`src/rtl/rf_read_arbiter.sv`:
```
// Round-robin arbiter sharing the single register-file read port between NREQ requesters.
// Drives the read-mux select and returns a registered word with $zero and write-back forwarding.
module rf_read_arbiter #(
  parameter int NREQ    = 4,
  parameter int IDW     = 2,
  parameter int ZERO_R0 = 1
) (
  input  logic              clk,
  input  logic              rst,
  input  logic [NREQ-1:0]   req_valid,
  input  logic [5*NREQ-1:0] req_addr,
  output logic [NREQ-1:0]   req_ready,
  output logic [4:0]        mux_sel,
  input  logic [31:0]       mux_rdata,
  input  logic              wr_en,
  input  logic [4:0]        wr_addr,
  input  logic [31:0]       wr_data,
  output logic              rsp_valid,
  output logic [IDW-1:0]    rsp_id,
  output logic [31:0]       rsp_data
);

  logic [IDW-1:0] r_rr_ptr;
  logic           r_rsp_valid;
  logic [IDW-1:0] r_rsp_id;
  logic [31:0]    r_rsp_data;

  logic [4:0]     w_addr [NREQ];
  logic           w_grant_any;
  logic [IDW-1:0] w_grant_id;
  logic           w_grant;
  logic [IDW-1:0] w_next_ptr;
  logic [4:0]     w_sel;
  logic [31:0]    w_rd_word;

  for (genvar gi = 0; gi < NREQ; gi++) begin : g_addr
    assign w_addr[gi] = req_addr[5*gi +: 5];
  end

  // Scan from r_rr_ptr upward with wrap; the first valid requester wins.
  always_comb begin : p_arb
    logic [IDW:0]   scan;
    logic [IDW-1:0] idx;
    // NOTE: every combinational output gets a default before any branch so no latch is inferred.
    w_grant_any = 1'b0;
    w_grant_id  = '0;
    scan        = '0;
    idx         = '0;
    for (int k = 0; k < NREQ; k++) begin
      scan = {1'b0, r_rr_ptr} + (IDW+1)'(k);
      if (scan >= (IDW+1)'(NREQ)) scan = scan - (IDW+1)'(NREQ);
      idx = scan[IDW-1:0];
      if (!w_grant_any && req_valid[idx]) begin
        w_grant_any = 1'b1;
        w_grant_id  = idx;
      end
    end
  end

  // Reset suppresses the grant so nothing is consumed while rst is high.
  assign w_grant    = w_grant_any & ~rst;
  assign w_sel      = w_grant ? w_addr[w_grant_id] : 5'd0;
  assign w_next_ptr = (w_grant_id == IDW'(NREQ-1)) ? '0 : w_grant_id + IDW'(1);

  always_comb begin
    w_rd_word = mux_rdata;
    if (ZERO_R0 != 0 && w_sel == 5'd0)
      w_rd_word = 32'h0;
    else if (wr_en && wr_addr == w_sel)
      w_rd_word = wr_data;
  end

  always_ff @(posedge clk) begin
    // NOTE: state is updated with non-blocking assignments so every register samples pre-edge values.
    if (rst) begin
      r_rr_ptr    <= '0;
      r_rsp_valid <= 1'b0;
      r_rsp_id    <= '0;
      r_rsp_data  <= 32'h0;
    end else if (w_grant) begin
      r_rr_ptr    <= w_next_ptr;
      r_rsp_valid <= 1'b1;
      r_rsp_id    <= w_grant_id;
      r_rsp_data  <= w_rd_word;
    end else begin
      r_rsp_valid <= 1'b0;
    end
  end

  assign req_ready = w_grant ? (NREQ'(1) << w_grant_id) : '0;
  assign mux_sel   = w_sel;
  assign rsp_valid = r_rsp_valid;
  assign rsp_id    = r_rsp_id;
  assign rsp_data  = r_rsp_data;

endmodule

```
`config.mk`:
```
export PLATFORM = sky130hd
export DESIGN_NAME = rf_read_arbiter
export DESIGN_NICKNAME = d
export VERILOG_FILES = /design/src/rtl/rf_read_arbiter.sv
export SDC_FILE = /design/constraint.sdc
export NUM_CORES = 1
export LEC_CHECK = 0
export ABC_AREA = 1
export BUFFER_PORTS_ARGS = -buffer_cell sky130_fd_sc_hd__buf_2
export CORE_ASPECT_RATIO = 2
export CORE_MARGIN = 2
export CORE_UTILIZATION = 40
export CTS_CLUSTER_SIZE = 16
export DETAILED_ROUTE_END_ITERATION = 10
export HOLD_SLACK_MARGIN = 0.02
export PLACE_DENSITY = 0.76
export REMOVE_ABC_BUFFERS = 1
export SYNTH_ARGS = -nofsm -noshare
export SYNTH_HDL_FRONTEND = slang
export SYNTH_SLANG_ARGS = --single-unit
```
`constraint.sdc`:
```
create_clock -name clk -period 4.1 [get_ports clk]
set_input_delay 1.23 -clock clk [delete_from_list [all_inputs] [get_ports clk]]
set_output_delay 1.23 -clock clk [all_outputs]
set_load 0.005 [all_outputs]
```
==> summary.md <==
The total overflow left after global routing is 0. Once the floorplan was initialized, standard cells occupied 41.30% of the core. After the last flow step, the layout net total stands at 684. Among all cell types in the netlist, the one instantiated most often is nand2_1. The run gives 5 as the number of clock buffers inserted by TritonCTS. The length of the first detailed-routing pass in iterations was 4. The flow ran to the end, and the final reports show no timing, DRC or antenna violations.

Per-cell routed wire length: 12.36 µm. Of the post-synthesis cell area, the dominant cell type holds 27.31%. Wires add up to 8.317 mm.

Critical path capture point type: a primary output. On the worst path, the slowest cell contributes a delay of 0.18 ns. The number of antenna violations at the first check in global routing came out at 0.

For the worst setup path, the data required time is 2.87 ns. Number of global-route vias before repair: 3147. The category of the critical setup timing path is input port to primary output. The switching portion of total power works out to 48.65%. Final cycle utilization of the critical path: 96.48%. The run gives 6.374 mm as the placed wire-length estimate.

For the static power due to leakage, the log shows 2.206 nW. The core area came out at 0.006569 mm². Walking the worst path, the cells encountered are buf_2 > inv_1 > nand2_1 > nand3_1 > nand2_2 > nor2_4 > nand3_4 > nand3_4 > buf_4 > nand2_1 > nand2_1 > nand2_1 > nand2_1 > buf_2.

Counting flops with an async set or reset pin after synthesis yields a share of 0%. For the internal power, the log shows 1.390 mW. After synthesis the netlist holds a flip-flop and latch count of 37.

The remaining number of nets flagged by the antenna check after routing is 0. The share of synthesized area occupied by flip-flops and latches was 27.31%. The top fanout value on the critical path is 9. The first routing iteration left 165 violations.

Synthesis handed over a netlist of 452 instances. The run gives 0.2528 GHz as the fmax. In this run the critical register-to-register path is captured at rsp_data[8].

The power per unit of standard cell area is 748.6 mW/mm². For the top-level I/O count, the log shows 140. The most used flip-flop cell after synthesis is dfxtp_1. TritonCTS built the clock tree. For this run, design rule violations remaining after detail routing come to 0. The nature of the critical path startpoint is an input port. The die width works out to 62.23 µm. The routed length on met1 was 2.978 mm; the proportion of layout cells with a drive suffix above 1 was 31.11%. The internal reg-to-reg setup slack was 1.08 ns.

Across the VDD grid, the largest voltage drop is 0.3677 mV. The tools report the end of the critical path as mux_sel[1]. Per report_power, the clock group accounts for 13.3% of the total. The smallest clock period supported by the final layout is computed as 3.956 ns. The tools report the number of cell rows as 42. The tools report the number of hold violations in the final report as 0. The launching element of the worst setup path is req_valid[1]. The run gives 0.1441 ns as the setup slack of the critical path after layout. Of all cell types, the one taking the most synthesized area is dfxtp_1. Cell type with the highest occurrence count on the critical path: nand2_1.

The post-synth design cell area was 0.002713 mm²; the relative contribution of combinational cells to total power was 63.1%. In the synthesized netlist, the cells that appear most often are nand2_1, inv_1, nand3_1. Number of pins exceeding their max-slew limit in the final report: 0. The uppermost metal layer occupied by signal nets is met4.

Measured against its own limit, the worst slew margin works out to 68.65%. The synthesis-to-finish area growth works out to 33.30%. The number of endpoints failing setup at the final stage was 0; the clock tree skew after final layout was 0.002653 ns. Counting along the longest clock path gives a buffer depth of 2. Hold is met by 0.4642 ns. The clock transition at the registers of the reported paths is 0.05 ns, and the H-tree level count is 2. The repair_antennas step left the layout with diodes totalling 0. The detailed router placed 3311 vias in this run.

Using the TritonRoute via totals, the vias-per-cell ratio works out to 4.920. The tool flagged a number of max-cap violations equal to 0. At the later pin of the worst-skew pair, clock insertion delay measures 0.27 ns.

Yosys mapped the design onto 24 distinct sky130hd cell types. The transition time at the pin with the least slew margin was 0.4696 ns; the routed wire length on met3 was 375 µm. In this run, synthesis inferred 0 flip-flops with an integrated enable.

For the worst setup path, the data arrival time is 2.73 ns. The die is 120.5 µm tall. Averaged over all synthesized cells, the footprint is 6.001 µm².

Global routing used 21.72% of the available tracks across all layers. The path class of the lowest-slack min-delay path is flop to flop. Summed over all nets, wire length on met2 after detailed routing comes to 4.568 mm.

Number of filler instances in the final layout: 686. Setup repair after global routing could not meet its margin everywhere. The tools report the maximum number of pins on one net before global-route repair as 35. During synthesis, Yosys emitted a total of 0 warnings. The worst slack at placement came out at 0.08354 ns. In this run the power spent charging and discharging nets is 1.317 mW. The tree is rooted in a clkbuf_16.

The floorplan step defined a die boundary enclosing 0.007496 mm². The clock net in this run drives a total of 37 sinks. The first global-routing pass estimated 13.22 mm of wire. Sequential cells account for 23.6% of the total power.

By area the synthesized netlist is led by dfxtp_1, nand2_1, inv_1. In this run the tool buffered the top-level ports with 139 buffer cells. Routability-driven placement finished with a final weighted congestion of 0.8804. In this run the critical register-to-register path is launched from r_rr_ptr[0]. Counting cells, the worst reg-to-reg path comes to 19.

The hold buffer count at cts came out at 0. On the critical path, the stage with the largest delay is an instance of nand3_4.
## per-layer routing
metal	track usage, %	vias up
met3	2.977	29
met2	42.39	130
li1	-	1679
met5	0	-
met1	21.26	1473
met4	12.64	0
## layout make-up
| class | instances | area [µm²] | area share [%] |
|---|---|---|---|
| timing repair buffer | 149 | 770.7 | 21.31 |
| clock buffer | 8 | 136.4 | 3.772 |
| multi-input combinational | 293 | 1478 | 40.87 |
| tap | 88 | 110.1 | 3.045 |
| sequential | 37 | 740.7 | 20.48 |
| inverter | 98 | 380.4 | 10.52 |
## critical path: cells and delay by family
| kind | cells | cell delay, ns |
|---|---|---|
| buffers and inverters | 4 | 0.43 |
| and+or+nand+nor | 10 | 1.05 |
## layout by cell type (no fill, tap or decap), drive strengths merged
cell type and n:
clkbuf 8, nand3 53, nor2 15, nand4 38, buf 149, nand2 144, a21oi 34, o21ai 3
ha 4, a211oi 1, nand3b 1, dfxtp 37, inv 98
## worst min-delay path by stage
stage                       startpoint      endpoint  slack [ns]  depth (start not counted)
after CTS                  rsp_data[8]   rsp_data[8]        0.46                          2
after floorplan              rsp_id[0]     rsp_id[0]        0.45                          2
after detailed placement   rsp_data[8]   rsp_data[8]        0.46                          2
final                     rsp_data[22]  rsp_data[22]        0.46                          2
after global placement    rsp_data[16]  rsp_data[16]        0.45                          2
after global routing      rsp_data[27]  rsp_data[27]        0.48                          2
## power by group through the flow
| stage | clock network (mW) | logic [mW] | registers, mW |
|---|---|---|---|
| 3_5_place_dp | 0 | 1.63 | 0.641 |
| 6_report | 0.361 | 1.71 | 0.639 |
| 3_3_place_gp | 0 | 1.61 | 0.637 |
| 4_1_cts | 0.372 | 1.64 | 0.638 |
| 5_1_grt | 0.387 | 1.91 | 0.655 |
| 2_1_floorplan | 0 | 1.03 | 0.640 |
## kinds of logic (layout without fill, tap and decap cells)
| group | after synthesis | in the layout | synth area share, % |
|---|---|---|---|
| adder cells (fa/ha/maj) | 4 | 4 | 1.845 |
| flip-flops | 37 | 37 | 27.31 |
| buffers and inverters | 123 | 255 | 19.23 |
| AND/OR/NAND/NOR | 250 | 251 | 44.51 |
| AO/OA/AOI/OAI | 38 | 38 | 7.103 |
## registers in the layout, indices dropped and copies added (netlist names)
signal	count
r_rr_ptr	2
rsp_id	2
rsp_data	32
rsp_valid	1
## per-stage QoR
step,setup TNS [ns],area [µm²],utilization [%],power [mW],cells
2_1_floorplan,-0.6159,2566,-,1.672,427
3_3_place_gp,0,3425,52.13,2.244,661
3_5_place_dp,0,3425,52.13,2.271,661
4_1_cts,0,3561,54.21,2.647,669
5_1_grt,-0.004150,3616,55.05,2.951,673
6_report,0,3616,55.05,2.707,673
## what timing repair did
action	4_1_cts	5_1_grt
buffers inserted	0	3
setup endpoints to repair	0	8
resized for setup	0	6
No activity file was read; power rests on OpenSTA's default activity.
